--- src/rtl/cache_port_arbiter_if.sv ---
// ============================================================================
// cache_port_arbiter_if
// ----------------------------------------------------------------------------
// Purpose : Bundles everything that passes through the cache port arbiter.
//           This covers both requester ports (p0 = load/store unit,
//           p1 = DMA/debug master) and the single shared data-cache port.
//
// Parameters:
//   ADDR_W - byte address width forwarded to the cache
//   DATA_W - width of write_data / read_data
//
// Signal summary (directions as seen by the arbiter, modport slave):
//   p0_* / p1_*  requester side
//       addr, write_data, memwrite, memread, sign_mask  -> into arbiter
//       read_data, done, stall                          <- out of arbiter
//   c_*          cache side
//       c_addr, c_write_data, c_memwrite, c_memread,
//       c_sign_mask                                     <- out of arbiter
//       c_read_data, c_clk_stall                        -> into arbiter
//
// Modports:
//   slave  - the arbiter itself
//   master - the environment (requesters + cache) driving the arbiter
// ============================================================================
interface cache_port_arbiter_if #(
    parameter int ADDR_W = 32,
    parameter int DATA_W = 32
);
    logic [ADDR_W-1:0] p0_addr;
    logic [DATA_W-1:0] p0_write_data;
    logic              p0_memwrite;
    logic              p0_memread;
    logic [3:0]        p0_sign_mask;
    logic [DATA_W-1:0] p0_read_data;
    logic              p0_done;
    logic              p0_stall;

    logic [ADDR_W-1:0] p1_addr;
    logic [DATA_W-1:0] p1_write_data;
    logic              p1_memwrite;
    logic              p1_memread;
    logic [3:0]        p1_sign_mask;
    logic [DATA_W-1:0] p1_read_data;
    logic              p1_done;
    logic              p1_stall;

    logic [ADDR_W-1:0] c_addr;
    logic [DATA_W-1:0] c_write_data;
    logic              c_memwrite;
    logic              c_memread;
    logic [3:0]        c_sign_mask;
    logic [DATA_W-1:0] c_read_data;
    logic              c_clk_stall;

    modport slave (
        input  p0_addr, p0_write_data, p0_memwrite, p0_memread, p0_sign_mask,
        output p0_read_data, p0_done, p0_stall,
        input  p1_addr, p1_write_data, p1_memwrite, p1_memread, p1_sign_mask,
        output p1_read_data, p1_done, p1_stall,
        output c_addr, c_write_data, c_memwrite, c_memread, c_sign_mask,
        input  c_read_data, c_clk_stall
    );

    modport master (
        output p0_addr, p0_write_data, p0_memwrite, p0_memread, p0_sign_mask,
        input  p0_read_data, p0_done, p0_stall,
        output p1_addr, p1_write_data, p1_memwrite, p1_memread, p1_sign_mask,
        input  p1_read_data, p1_done, p1_stall,
        input  c_addr, c_write_data, c_memwrite, c_memread, c_sign_mask,
        output c_read_data, c_clk_stall
    );
endinterface

--- src/rtl/cache_port_arbiter.sv ---
// ============================================================================
// cache_port_arbiter
// ----------------------------------------------------------------------------
// Purpose : Shares the single data-cache port between two requesters using
//           round-robin arbitration with one transaction in flight. A held
//           request becomes a one-cycle cache pulse. The arbiter then waits
//           out c_clk_stall and returns read data plus a one-cycle done
//           pulse to the granted port.
//
// Parameters:
//   ADDR_W    - address width forwarded to the cache (default 32)
//   DATA_W    - data width (default 32)
//   INIT_LAST - last-grant value after reset; 1 gives port 0 first priority
//
// Ports:
//   clk    - system clock, rising edge
//   rst_n  - asynchronous active-low reset
//   bus    - cache_port_arbiter_if.slave (requester ports + cache port)
//
// Optional feature (macro CACHE_PORT_ARBITER_STATS_EN):
//   This macro adds the saturating 16-bit counters stat_grants0,
//   stat_grants1 and stat_conflicts as extra outputs.
// ============================================================================
module cache_port_arbiter #(
    parameter int ADDR_W    = 32,
    parameter int DATA_W    = 32,
    parameter bit INIT_LAST = 1'b1
) (
    input  logic                 clk,
    input  logic                 rst_n,
    cache_port_arbiter_if.slave  bus
`ifdef CACHE_PORT_ARBITER_STATS_EN
    ,
    output logic [15:0]          stat_grants0,
    output logic [15:0]          stat_grants1,
    output logic [15:0]          stat_conflicts
`endif
);

    typedef enum logic [1:0] {IDLE, ISSUE, WAIT, DONE} state_t;

    state_t            state;
    logic              last_grant;
    logic              grant;
    logic              op_write;

    logic              req0;
    logic              req1;
    logic              both_req;
    logic              sel_port;
    logic              sel_write;
    logic [ADDR_W-1:0] sel_addr;
    logic [DATA_W-1:0] sel_wdata;
    logic [3:0]        sel_mask;

    // A port requests when either op is raised. With both ops raised the
    // access is treated as a write.
    assign req0     = bus.p0_memread | bus.p0_memwrite;
    assign req1     = bus.p1_memread | bus.p1_memwrite;
    assign both_req = req0 & req1;

    // Round-robin pick. On a tie the port that was not served last wins.
    // Otherwise the single requester wins. The value does not matter when
    // nobody requests because IDLE ignores it.
    assign sel_port = both_req ? ~last_grant : ~req0;

    // Request mux feeding the cache registers at grant time
    always_comb begin
        sel_write = bus.p0_memwrite;
        sel_addr  = bus.p0_addr;
        sel_wdata = bus.p0_write_data;
        sel_mask  = bus.p0_sign_mask;
        if (sel_port) begin
            sel_write = bus.p1_memwrite;
            sel_addr  = bus.p1_addr;
            sel_wdata = bus.p1_write_data;
            sel_mask  = bus.p1_sign_mask;
        end
    end

    // A requester is stalled for as long as it holds a request. This
    // includes the time spent waiting for the other port's transaction.
    // The stall lifts only in the cycle its own done pulse is shown.
    assign bus.p0_stall = req0 & ~bus.p0_done;
    assign bus.p1_stall = req1 & ~bus.p1_done;

    // Main transaction FSM. All cache-side and requester-side outputs are
    // registered here. c_addr, c_write_data and c_sign_mask are written only
    // on a grant, so they hold steady from ISSUE through DONE.
    always_ff @(posedge clk or negedge rst_n) begin
        if (!rst_n) begin
            state            <= IDLE;
            last_grant       <= INIT_LAST;
            grant            <= 1'b0;
            op_write         <= 1'b0;
            bus.c_addr       <= '0;
            bus.c_write_data <= '0;
            bus.c_memwrite   <= 1'b0;
            bus.c_memread    <= 1'b0;
            bus.c_sign_mask  <= '0;
            bus.p0_read_data <= '0;
            bus.p1_read_data <= '0;
            bus.p0_done      <= 1'b0;
            bus.p1_done      <= 1'b0;
        end else begin
            case (state)
                IDLE: begin
                    if (req0 | req1) begin
                        bus.c_addr       <= sel_addr;
                        bus.c_write_data <= sel_wdata;
                        bus.c_sign_mask  <= sel_mask;
                        bus.c_memwrite   <= sel_write;
                        bus.c_memread    <= ~sel_write;
                        op_write         <= sel_write;
                        grant            <= sel_port;
                        last_grant       <= sel_port;
                        state            <= ISSUE;
                    end
                end
                ISSUE: begin
                    bus.c_memwrite <= 1'b0;
                    bus.c_memread  <= 1'b0;
                    state          <= WAIT;
                end
                WAIT: begin
                    if (!bus.c_clk_stall) begin
                        // Only reads update the granted port's data register
                        if (!op_write) begin
                            if (grant) begin
                                bus.p1_read_data <= bus.c_read_data;
                            end else begin
                                bus.p0_read_data <= bus.c_read_data;
                            end
                        end
                        if (grant) begin
                            bus.p1_done <= 1'b1;
                        end else begin
                            bus.p0_done <= 1'b1;
                        end
                        state <= DONE;
                    end
                end
                DONE: begin
                    // Requests are not sampled here, which gives the
                    // requester one cycle to drop its request.
                    bus.p0_done <= 1'b0;
                    bus.p1_done <= 1'b0;
                    state       <= IDLE;
                end
                default: begin
                    state <= IDLE;
                end
            endcase
        end
    end

`ifdef CACHE_PORT_ARBITER_STATS_EN
    logic grant_fire;

    assign grant_fire = (state == IDLE) && (req0 | req1);

    // Grant and conflict counters. Each one saturates at all-ones rather
    // than wrapping.
    always_ff @(posedge clk or negedge rst_n) begin
        if (!rst_n) begin
            stat_grants0   <= '0;
            stat_grants1   <= '0;
            stat_conflicts <= '0;
        end else if (grant_fire) begin
            if (!sel_port && stat_grants0 != 16'hFFFF) begin
                stat_grants0 <= stat_grants0 + 16'd1;
            end
            if (sel_port && stat_grants1 != 16'hFFFF) begin
                stat_grants1 <= stat_grants1 + 16'd1;
            end
            if (both_req && stat_conflicts != 16'hFFFF) begin
                stat_conflicts <= stat_conflicts + 16'd1;
            end
        end
    end
`endif

endmodule

--- src/flat_wrapper.sv ---
// flat-port wrapper written by rule: the top's interface ports become plain ports
module cache_port_arbiter_flat 
#(
    parameter int ADDR_W    = 32,
    parameter int DATA_W    = 32,
    parameter bit INIT_LAST = 1'b1
)
  (clk, rst_n, bus_p0_addr, bus_p0_write_data, bus_p0_memwrite, bus_p0_memread, bus_p0_sign_mask, bus_p0_read_data, bus_p0_done, bus_p0_stall, bus_p1_addr, bus_p1_write_data, bus_p1_memwrite, bus_p1_memread, bus_p1_sign_mask, bus_p1_read_data, bus_p1_done, bus_p1_stall, bus_c_addr, bus_c_write_data, bus_c_memwrite, bus_c_memread, bus_c_sign_mask, bus_c_read_data, bus_c_clk_stall);
  cache_port_arbiter_if #(.ADDR_W(ADDR_W), .DATA_W(DATA_W)) bus_i ();
  input  logic clk;
  input  logic rst_n;
  input wire logic [$bits(bus_i.p0_addr)-1:0] bus_p0_addr;
  input wire logic [$bits(bus_i.p0_write_data)-1:0] bus_p0_write_data;
  input wire logic [$bits(bus_i.p0_memwrite)-1:0] bus_p0_memwrite;
  input wire logic [$bits(bus_i.p0_memread)-1:0] bus_p0_memread;
  input wire logic [$bits(bus_i.p0_sign_mask)-1:0] bus_p0_sign_mask;
  output wire logic [$bits(bus_i.p0_read_data)-1:0] bus_p0_read_data;
  output wire logic [$bits(bus_i.p0_done)-1:0] bus_p0_done;
  output wire logic [$bits(bus_i.p0_stall)-1:0] bus_p0_stall;
  input wire logic [$bits(bus_i.p1_addr)-1:0] bus_p1_addr;
  input wire logic [$bits(bus_i.p1_write_data)-1:0] bus_p1_write_data;
  input wire logic [$bits(bus_i.p1_memwrite)-1:0] bus_p1_memwrite;
  input wire logic [$bits(bus_i.p1_memread)-1:0] bus_p1_memread;
  input wire logic [$bits(bus_i.p1_sign_mask)-1:0] bus_p1_sign_mask;
  output wire logic [$bits(bus_i.p1_read_data)-1:0] bus_p1_read_data;
  output wire logic [$bits(bus_i.p1_done)-1:0] bus_p1_done;
  output wire logic [$bits(bus_i.p1_stall)-1:0] bus_p1_stall;
  output wire logic [$bits(bus_i.c_addr)-1:0] bus_c_addr;
  output wire logic [$bits(bus_i.c_write_data)-1:0] bus_c_write_data;
  output wire logic [$bits(bus_i.c_memwrite)-1:0] bus_c_memwrite;
  output wire logic [$bits(bus_i.c_memread)-1:0] bus_c_memread;
  output wire logic [$bits(bus_i.c_sign_mask)-1:0] bus_c_sign_mask;
  input wire logic [$bits(bus_i.c_read_data)-1:0] bus_c_read_data;
  input wire logic [$bits(bus_i.c_clk_stall)-1:0] bus_c_clk_stall;
  assign bus_i.p0_addr = bus_p0_addr;
  assign bus_i.p0_write_data = bus_p0_write_data;
  assign bus_i.p0_memwrite = bus_p0_memwrite;
  assign bus_i.p0_memread = bus_p0_memread;
  assign bus_i.p0_sign_mask = bus_p0_sign_mask;
  assign bus_p0_read_data = bus_i.p0_read_data;
  assign bus_p0_done = bus_i.p0_done;
  assign bus_p0_stall = bus_i.p0_stall;
  assign bus_i.p1_addr = bus_p1_addr;
  assign bus_i.p1_write_data = bus_p1_write_data;
  assign bus_i.p1_memwrite = bus_p1_memwrite;
  assign bus_i.p1_memread = bus_p1_memread;
  assign bus_i.p1_sign_mask = bus_p1_sign_mask;
  assign bus_p1_read_data = bus_i.p1_read_data;
  assign bus_p1_done = bus_i.p1_done;
  assign bus_p1_stall = bus_i.p1_stall;
  assign bus_c_addr = bus_i.c_addr;
  assign bus_c_write_data = bus_i.c_write_data;
  assign bus_c_memwrite = bus_i.c_memwrite;
  assign bus_c_memread = bus_i.c_memread;
  assign bus_c_sign_mask = bus_i.c_sign_mask;
  assign bus_i.c_read_data = bus_c_read_data;
  assign bus_i.c_clk_stall = bus_c_clk_stall;
  cache_port_arbiter #(.ADDR_W(ADDR_W), .DATA_W(DATA_W), .INIT_LAST(INIT_LAST)) u_core (.clk(clk), .rst_n(rst_n), .bus(bus_i));
endmodule
--- config.mk ---
export PLATFORM = sky130hd
export DESIGN_NAME = cache_port_arbiter_flat
export DESIGN_NICKNAME = d
export VERILOG_FILES = /design/src/rtl/cache_port_arbiter_if.sv /design/src/rtl/cache_port_arbiter.sv /design/src/flat_wrapper.sv
export SDC_FILE = /design/constraint.sdc
export NUM_CORES = 1
export LEC_CHECK = 0
export CORE_UTILIZATION = 44
export DETAILED_ROUTE_END_ITERATION = 8
export PLACE_DENSITY = 0.87
export SLEW_MARGIN = 5
export SYNTH_ARGS = -nofsm -noshare
export SYNTH_HDL_FRONTEND = slang
export SYNTH_SLANG_ARGS = --single-unit
--- constraint.sdc ---
create_clock -name clk -period 5.6 [get_ports clk]
set_clock_uncertainty 0.1 [all_clocks]
set_input_delay 1.68 -clock clk [delete_from_list [all_inputs] [get_ports clk]]
set_output_delay 1.68 -clock clk [all_outputs]
set_load 0.01 [all_outputs]
==> metrics, run 1 <==
status complete, no violations; CTS tree built; Max Clk Rate 195 MHz; worst slew pin tran 1010 ps; Synth top area share approximately 55%; reg2reg end u_core.bus.c_sign_mask[3]; Rel. slew slack 33.0%; syn_area_per_cell 11.5 sq um; Core Rows 43; initial antenna violation count 0; Nets 1041; largest net degree at the start of global routing 73; max cap viols 0; TritonCTS buffer count 17; final hold viol count 0; hold_buf cts 0; die area 15000 sq um; initial DRC count 261; Worst setup EP type primary output; FF-to-FF path depth 6; Final ANT Viol Nets 0; I/O Buffers ~310; number of diodes 0; 1st-pass router iterations 4; count of pins over their slew limit 0; Synth Net Count roughly 740; GP Congestion 0.771; final setup vio count 0; Final TNS setup 0 ps; Netlist cell types 31; worst skew pair latency roughly 400 ps; clock-pin slew on the worst setup and hold paths 60 ps; Synth Warn # 0; Leak 4.11 nW; H-tree lvl count 4; Routed WL per cell about 17 um; CP Launch Type input port; Crit path required time 3820 ps; Vert. Die Dim 123 um; Top Ports 313; vias per std cell ~5; fin crit share about nine tenths; Post-route DRC 0; Seq/Total Area, Yosys a little under three fifths; hold_sp u_core.bus.p1_read_data[17]; total gr overflow 0; area leader, netlist dfrtp_1; PostCTS Resize Cnt 0; Die X roughly 120 um; RSZ-0062 raised after global routing false; FF-to-FF Start u_core.state[0]; main area contributors after synthesis dfrtp_1, a21oi_2, mux2_2; WL final 18000 um; CTS Sinks 141; register bit total from synthesis 141; root buffer cell clkbuf_16; Synth Cell Area between 6000 and 7000 sq um; GRT Resource Usage Total 24.4%; Max Buffers Root-to-Sink 2; Worst Path Arrival 3340 ps; Initial Util about 46%; critical-path maximum fanout 5; Final HPWL DP 12900 um; WS Path Type input port to primary output; Post-Layout Cell Count 1054; hold endpoint u_core.bus.p1_read_data[17]; vias 5310; Post-Synthesis Cells 557; maximum vdd drop 255 uV; first-pass GRT wire length 27600 um; placed cells 1022; hold path cells 1; HP Class register to register; Setup Buffers After CTS 0; Final Critical Period around 5100 ps; layout cell share with drive strength beyond 1 a little under a quarter; Core Box Area 14000 sq um; reg-to-reg slack, setup roughly 3200 ps; power density of the placed cells ~570 nW/um^2; Area Overhead vs Synth 59.4%; vias in the first global route approximately 5.3k
registers in the layout, summed over array words and instances (netlist names), 2 cells and up:
signal / flops
u_core.bus.p0_read_data: 32
u_core.state: 2
u_core.bus.c_write_data: 32
u_core.bus.p1_read_data: 32
u_core.bus.c_addr: 32
u_core.bus.c_sign_mask: 4
layer usage:
layer  GRT usage (%)  wire, um
met5               0         0
met4            9.91       419
met3            9.39      1650
met2            41.7      9230
met1            27.2      6700
Yosys cell counts:
cell	instances
nand2_1	68
nor4b_2	1
o22a_1	1
inv_1	6
a22o_1	1
a21oi_1	42
o41ai_4	1
a21oi_2	97
buf_2	10
nor2_1	75
and3_1	1
dfrtp_1	140
o21ai_0	3
o32a_1	1
a31oi_1	3
dfstp_2	1
o211ai_1	2
o22ai_2	1
mux2_2	61
clkbuf_1	11
a31o_2	1
nor4b_4	1
nor2_2	1
o21a_1	1
o31ai_1	1
mux2_1	4
clkbuf_2	1
a21boi_1	1
ha_1	5
buf_6	14
nand2b_1	1
metrics by stage:
step                      setup slack (ps)  power (mW)  hold slack [ps]  instance area, sq um  util (%)
after floorplan                       1800        3.34              404                  6400         -
after global placement                 576        4.66              368                  9600      68.4
after detailed placement               539        4.75              378                  9600      68.4
after CTS                              458        5.90              391                 10200      72.7
after global routing                   406        6.22              402                 10200      72.7
final                                  481        5.84              391                 10200      72.7
where the power goes:
group	switching (mW)	leakage (nW)	total, mW	internal, mW
Sequential	0.285	1.65	1.83	1.54
Combinational	1.33	2.18	2.88	1.55
Clock	0.439	0.285	1.13	0.694
logic make-up (layout without fill, tap and decap cells):
| kind of cell | after synthesis | after routing | synth area share, % |
|---|---|---|---|
| muxes | 65 | 65 | 11.4 |
| DFF | 141 | 141 | 55.1 |
| AOI/OAI and AO/OA | 156 | 156 | 18.9 |
| adders and majority gates | 5 | 5 | 0.977 |
| buffers and inverters | 42 | 359 | 4.32 |
| and+or+nand+nor | 148 | 148 | 9.28 |
critical path, stage by stage:
cell             delay (ps)
clkdlybuf4s50_1         480
nor2_1                  550
nor2_1                  100
clkdlybuf4s50_1         520
how the worst max path moves through the flow:
stage / from / endpoint / slack (ps) / depth (start not counted)
6_report: bus_p1_memwrite / bus_p1_stall / 480 / 4
2_1_floorplan: bus_p0_memwrite / bus_p0_stall / 1800 / 3
4_1_cts: bus_p1_memwrite / bus_p1_stall / 460 / 4
5_1_grt: bus_p1_memwrite / bus_p1_stall / 410 / 4
3_5_place_dp: bus_p1_memwrite / bus_p1_stall / 540 / 4
3_3_place_gp: bus_p1_memwrite / bus_p1_stall / 580 / 4
area by class of cell:
cell class | count | area [sq um]
sequential | 141 | 3530
timing repair buffer | 321 | 3190
inverter | 6 | 22.5
clock inverter | 12 | 135
fill | 958 | 3840
clock buffer | 20 | 467
tap | 180 | 225
multi-input combinational | 374 | 2630
cell usage in the layout, fill, tap and decap left out, drive strengths merged:
master and instances:
dfstp 1, nand2 68, bufinv 2, a21oi 139, dfrtp 140, mux2 65, a31oi 3, o21ai 3
a31o 1, a22o 1, o21a 1, a21boi 1, nor4b 2, and3 1, ha 5, o32a 1
clkbuf 20, clkdlybuf4s50 311, nor2 76, o41ai 1, clkinvlp 4, inv 8, o31ai 1, clkinv 4
o211ai 2, nand2b 1, buf 10, o22ai 1, o22a 1
Note: power is estimated with default switching activity, not from simulation.
==> run 2, diff against run 1 <==
--- a/config.mk
+++ b/config.mk
@@ -7,6 +7,7 @@
 export LEC_CHECK = 0
 export CORE_UTILIZATION = 44
 export DETAILED_ROUTE_END_ITERATION = 8
+export GPL_TIMING_DRIVEN = 1
 export PLACE_DENSITY = 0.87
 export SLEW_MARGIN = 5
 export SYNTH_ARGS = -nofsm -noshare
==> results of run 2 <==
The final DEF is identical to that of run 1; final timing and power are the same.
==> run 3, diff against run 2 <==
--- a/config.mk
+++ b/config.mk
@@ -5,7 +5,9 @@
 export SDC_FILE = /design/constraint.sdc
 export NUM_CORES = 1
 export LEC_CHECK = 0
+export CORE_MARGIN = 5
 export CORE_UTILIZATION = 44
+export CTS_BUF_LIST = sky130_fd_sc_hd__clkbuf_16
 export DETAILED_ROUTE_END_ITERATION = 8
 export GPL_TIMING_DRIVEN = 1
 export PLACE_DENSITY = 0.87
==> run 3 against run 2 <==
  * Critical path depth did not move
  * Power rose by 0.61%
  * Core utilization fell by 1.8 points
  * Die area rose by 13%
  * Via count barely moved
  * Largest power group unchanged
  * Register-to-register slack improved by 150 ps
  * Global-route usage fell by 3.0 points
  * First-iteration DRC count rose by 1.5%
  * Hold slack improved by 2.1 ps
  * Sequential power barely moved
==> metrics, run 3 (synthesis gave the netlist of run 1 again) <==
Final ANT Viol Nets 0 (unchanged); largest net degree at the start of global routing 113 (was 73); Initial Util 44.4% (was 45.6%); placed cells 1025 (was 1022); Core Box Area 14400 sq um (was 14000 sq um); PostCTS Resize Cnt 0 (unchanged); Rel. slew slack 31.5% (was 33.0%); GP Congestion 0.803 (was 0.771); CTS tree built (unchanged); die area 17100 sq um (was 15000 sq um); Hold Slack 393 ps (was 391 ps); FF-to-FF path depth 6 (unchanged); root buffer cell clkbuf_16 (unchanged); Worst Path Arrival 3260 ps (was 3340 ps); Post-route DRC 0 (unchanged); RSZ-0062 raised after global routing false (unchanged); vias 5306 (was 5310); Final TNS setup 0 ps (unchanged); TritonCTS buffer count 17 (unchanged); power density of the placed cells 575 nW/um^2 (was 572 nW/um^2); Leak 4.11 nW (about the same); status complete, no violations (unchanged); Vert. Die Dim 131 um (was 123 um); hold_sp u_core.bus.p1_read_data[18] (was u_core.bus.p1_read_data[17]); fill count 1053 (was 958); final hold viol count 0 (unchanged); Post-Layout Cell Count 1056 (was 1054); WL final 18900 um (was 18000 um); Setup Buffers After CTS 0 (unchanged); vias per std cell 5.02 (was 5.04); most frequent cells in the layout clkdlybuf4s50_1, dfrtp_1, a21oi_2 (unchanged); first-pass GRT wire length 28300 um (was 27600 um); GRT Resource Usage Total 21.4% (was 24.4%); Crit. Startpoint bus_p0_memwrite (was bus_p1_memwrite); I/O Buffers 312 (unchanged); H-tree lvl count 4 (unchanged); final setup vio count 0 (unchanged); Core Rows 44 (was 43); HP Class register to register (unchanged); initial antenna violation count 0 (unchanged); Routed WL per cell 17.9 um (was 17.1 um); hold_buf cts 0 (unchanged); Max Clk Rate 199 MHz (was 195 MHz); pre-CTS setup slack 586 ps (was 539 ps); count of pins over their slew limit 0 (unchanged); commonest non-fill, non-tap cell in the layout clkdlybuf4s50_1 (unchanged); Nets 1040 (was 1041); worst slew pin tran 1030 ps (was 1010 ps); number of diodes 0 (unchanged); vias in the first global route 5376 (was 5315); reg-to-reg slack, setup 3300 ps (was 3150 ps); Final HPWL DP 13600 um (was 12900 um); 1st-pass router iterations 4 (unchanged); Max Buffers Root-to-Sink 2 (unchanged); final worst slack 565 ps (was 481 ps); maximum vdd drop 237 uV (was 255 uV); Crit path required time 3820 ps (about the same); total gr overflow 0 (unchanged); total power 5.87 mW (was 5.84 mW); clock-pin slew on the worst setup and hold paths 60 ps (about the same); initial DRC count 265 (was 261); Final Critical Period 5040 ps (was 5120 ps); Die X 131 um (was 123 um); Top Ports 313 (unchanged); WS Path Type input port to primary output (unchanged); fin crit share 89.9% (was 91.4%); FF-to-FF Start u_core.state[0] (unchanged); CP Launch Type input port (unchanged); layout cell share with drive strength beyond 1 23.7% (was 23.9%); Worst setup endpoint bus_p0_stall (was bus_p1_stall); max cap viols 0 (unchanged); worst skew pair latency 410 ps (was 400 ps); Worst setup EP type primary output (unchanged); reg2reg end u_core.bus.c_write_data[12] (was u_core.bus.c_sign_mask[3]); critical-path maximum fanout 6 (was 5); CTS Sinks 141 (unchanged); Area Overhead vs Synth 59.6% (was 59.4%)
run 3: cell count changes in the layout (fill, tap and decap cells not counted):
| cell | before | now |
|---|---|---|
| buf_4 | 9 | 6 |
| clkbuf_8 | 3 | 0 |
| buf_12 | 0 | 2 |
| clkinv_2 | 2 | 4 |
| bufinv_16 | 2 | 3 |
| clkinvlp_4 | 4 | 3 |
run 3: area by class of cell:
| cell class | count | area (sq um) | share of cell area (%) |
|---|---|---|---|
| tap | 184 | 230 | 2.25 |
| clock buffer | 17 | 425 | 4.16 |
| inverter | 6 | 22.5 | 0.220 |
| timing repair buffer | 320 | 3210 | 31.4 |
| multi-input combinational | 374 | 2630 | 25.8 |
| sequential | 141 | 3530 | 34.5 |
| clock inverter | 14 | 168 | 1.64 |
run 3: through the flow:
stage	util (%)	cell area [sq um]
detailed placement	66.7	9620
global route	70.8	10200
finish	70.8	10200
CTS	70.8	10200
global placement	66.7	9620
floorplan	-	6400
run 3: how the worst min path moves through the flow:
| stage | end | slack, ps | cells past startpoint |
|---|---|---|---|
| 6_report | u_core.bus.p1_read_data[18] | 390 | 1 |
| 5_1_grt | u_core.bus.p1_read_data[18] | 410 | 1 |
| 4_1_cts | u_core.bus.p1_read_data[18] | 390 | 1 |
| 3_5_place_dp | u_core.bus.p1_read_data[17] | 380 | 1 |
| 3_3_place_gp | u_core.bus.p1_read_data[16] | 370 | 1 |
| 2_1_floorplan | u_core.last_grant | 400 | 2 |
run 3: where the power goes:
part,leakage (nW),switching (mW),total (mW),internal (mW)
logic,2.18,1.35,2.91,1.55
clock network,0.285,0.437,1.14,0.698
registers,1.65,0.288,1.83,1.54
total,4.11,2.08,5.87,3.79
run 3: layer usage:
| metal | part of all wire, % | up-vias | global-route usage [%] | wire length (um) |
|---|---|---|---|---|
| li1 | - | 2514 | - | - |
| met1 | 37 | 2535 | 25.2 | 7070 |
| met2 | 50 | 223 | 35.8 | 9380 |
| met3 | 9.9 | 34 | 7.97 | 1860 |
| met4 | 2.9 | 0 | 8.05 | 549 |
| met5 | 0 | - | 0 | 0 |
run 3: critical path, cell delays in order:
cell and delay (ps):
clkdlybuf4s50_1 680, nor2_1 180, nor2_1 140, clkdlybuf4s50_1 570
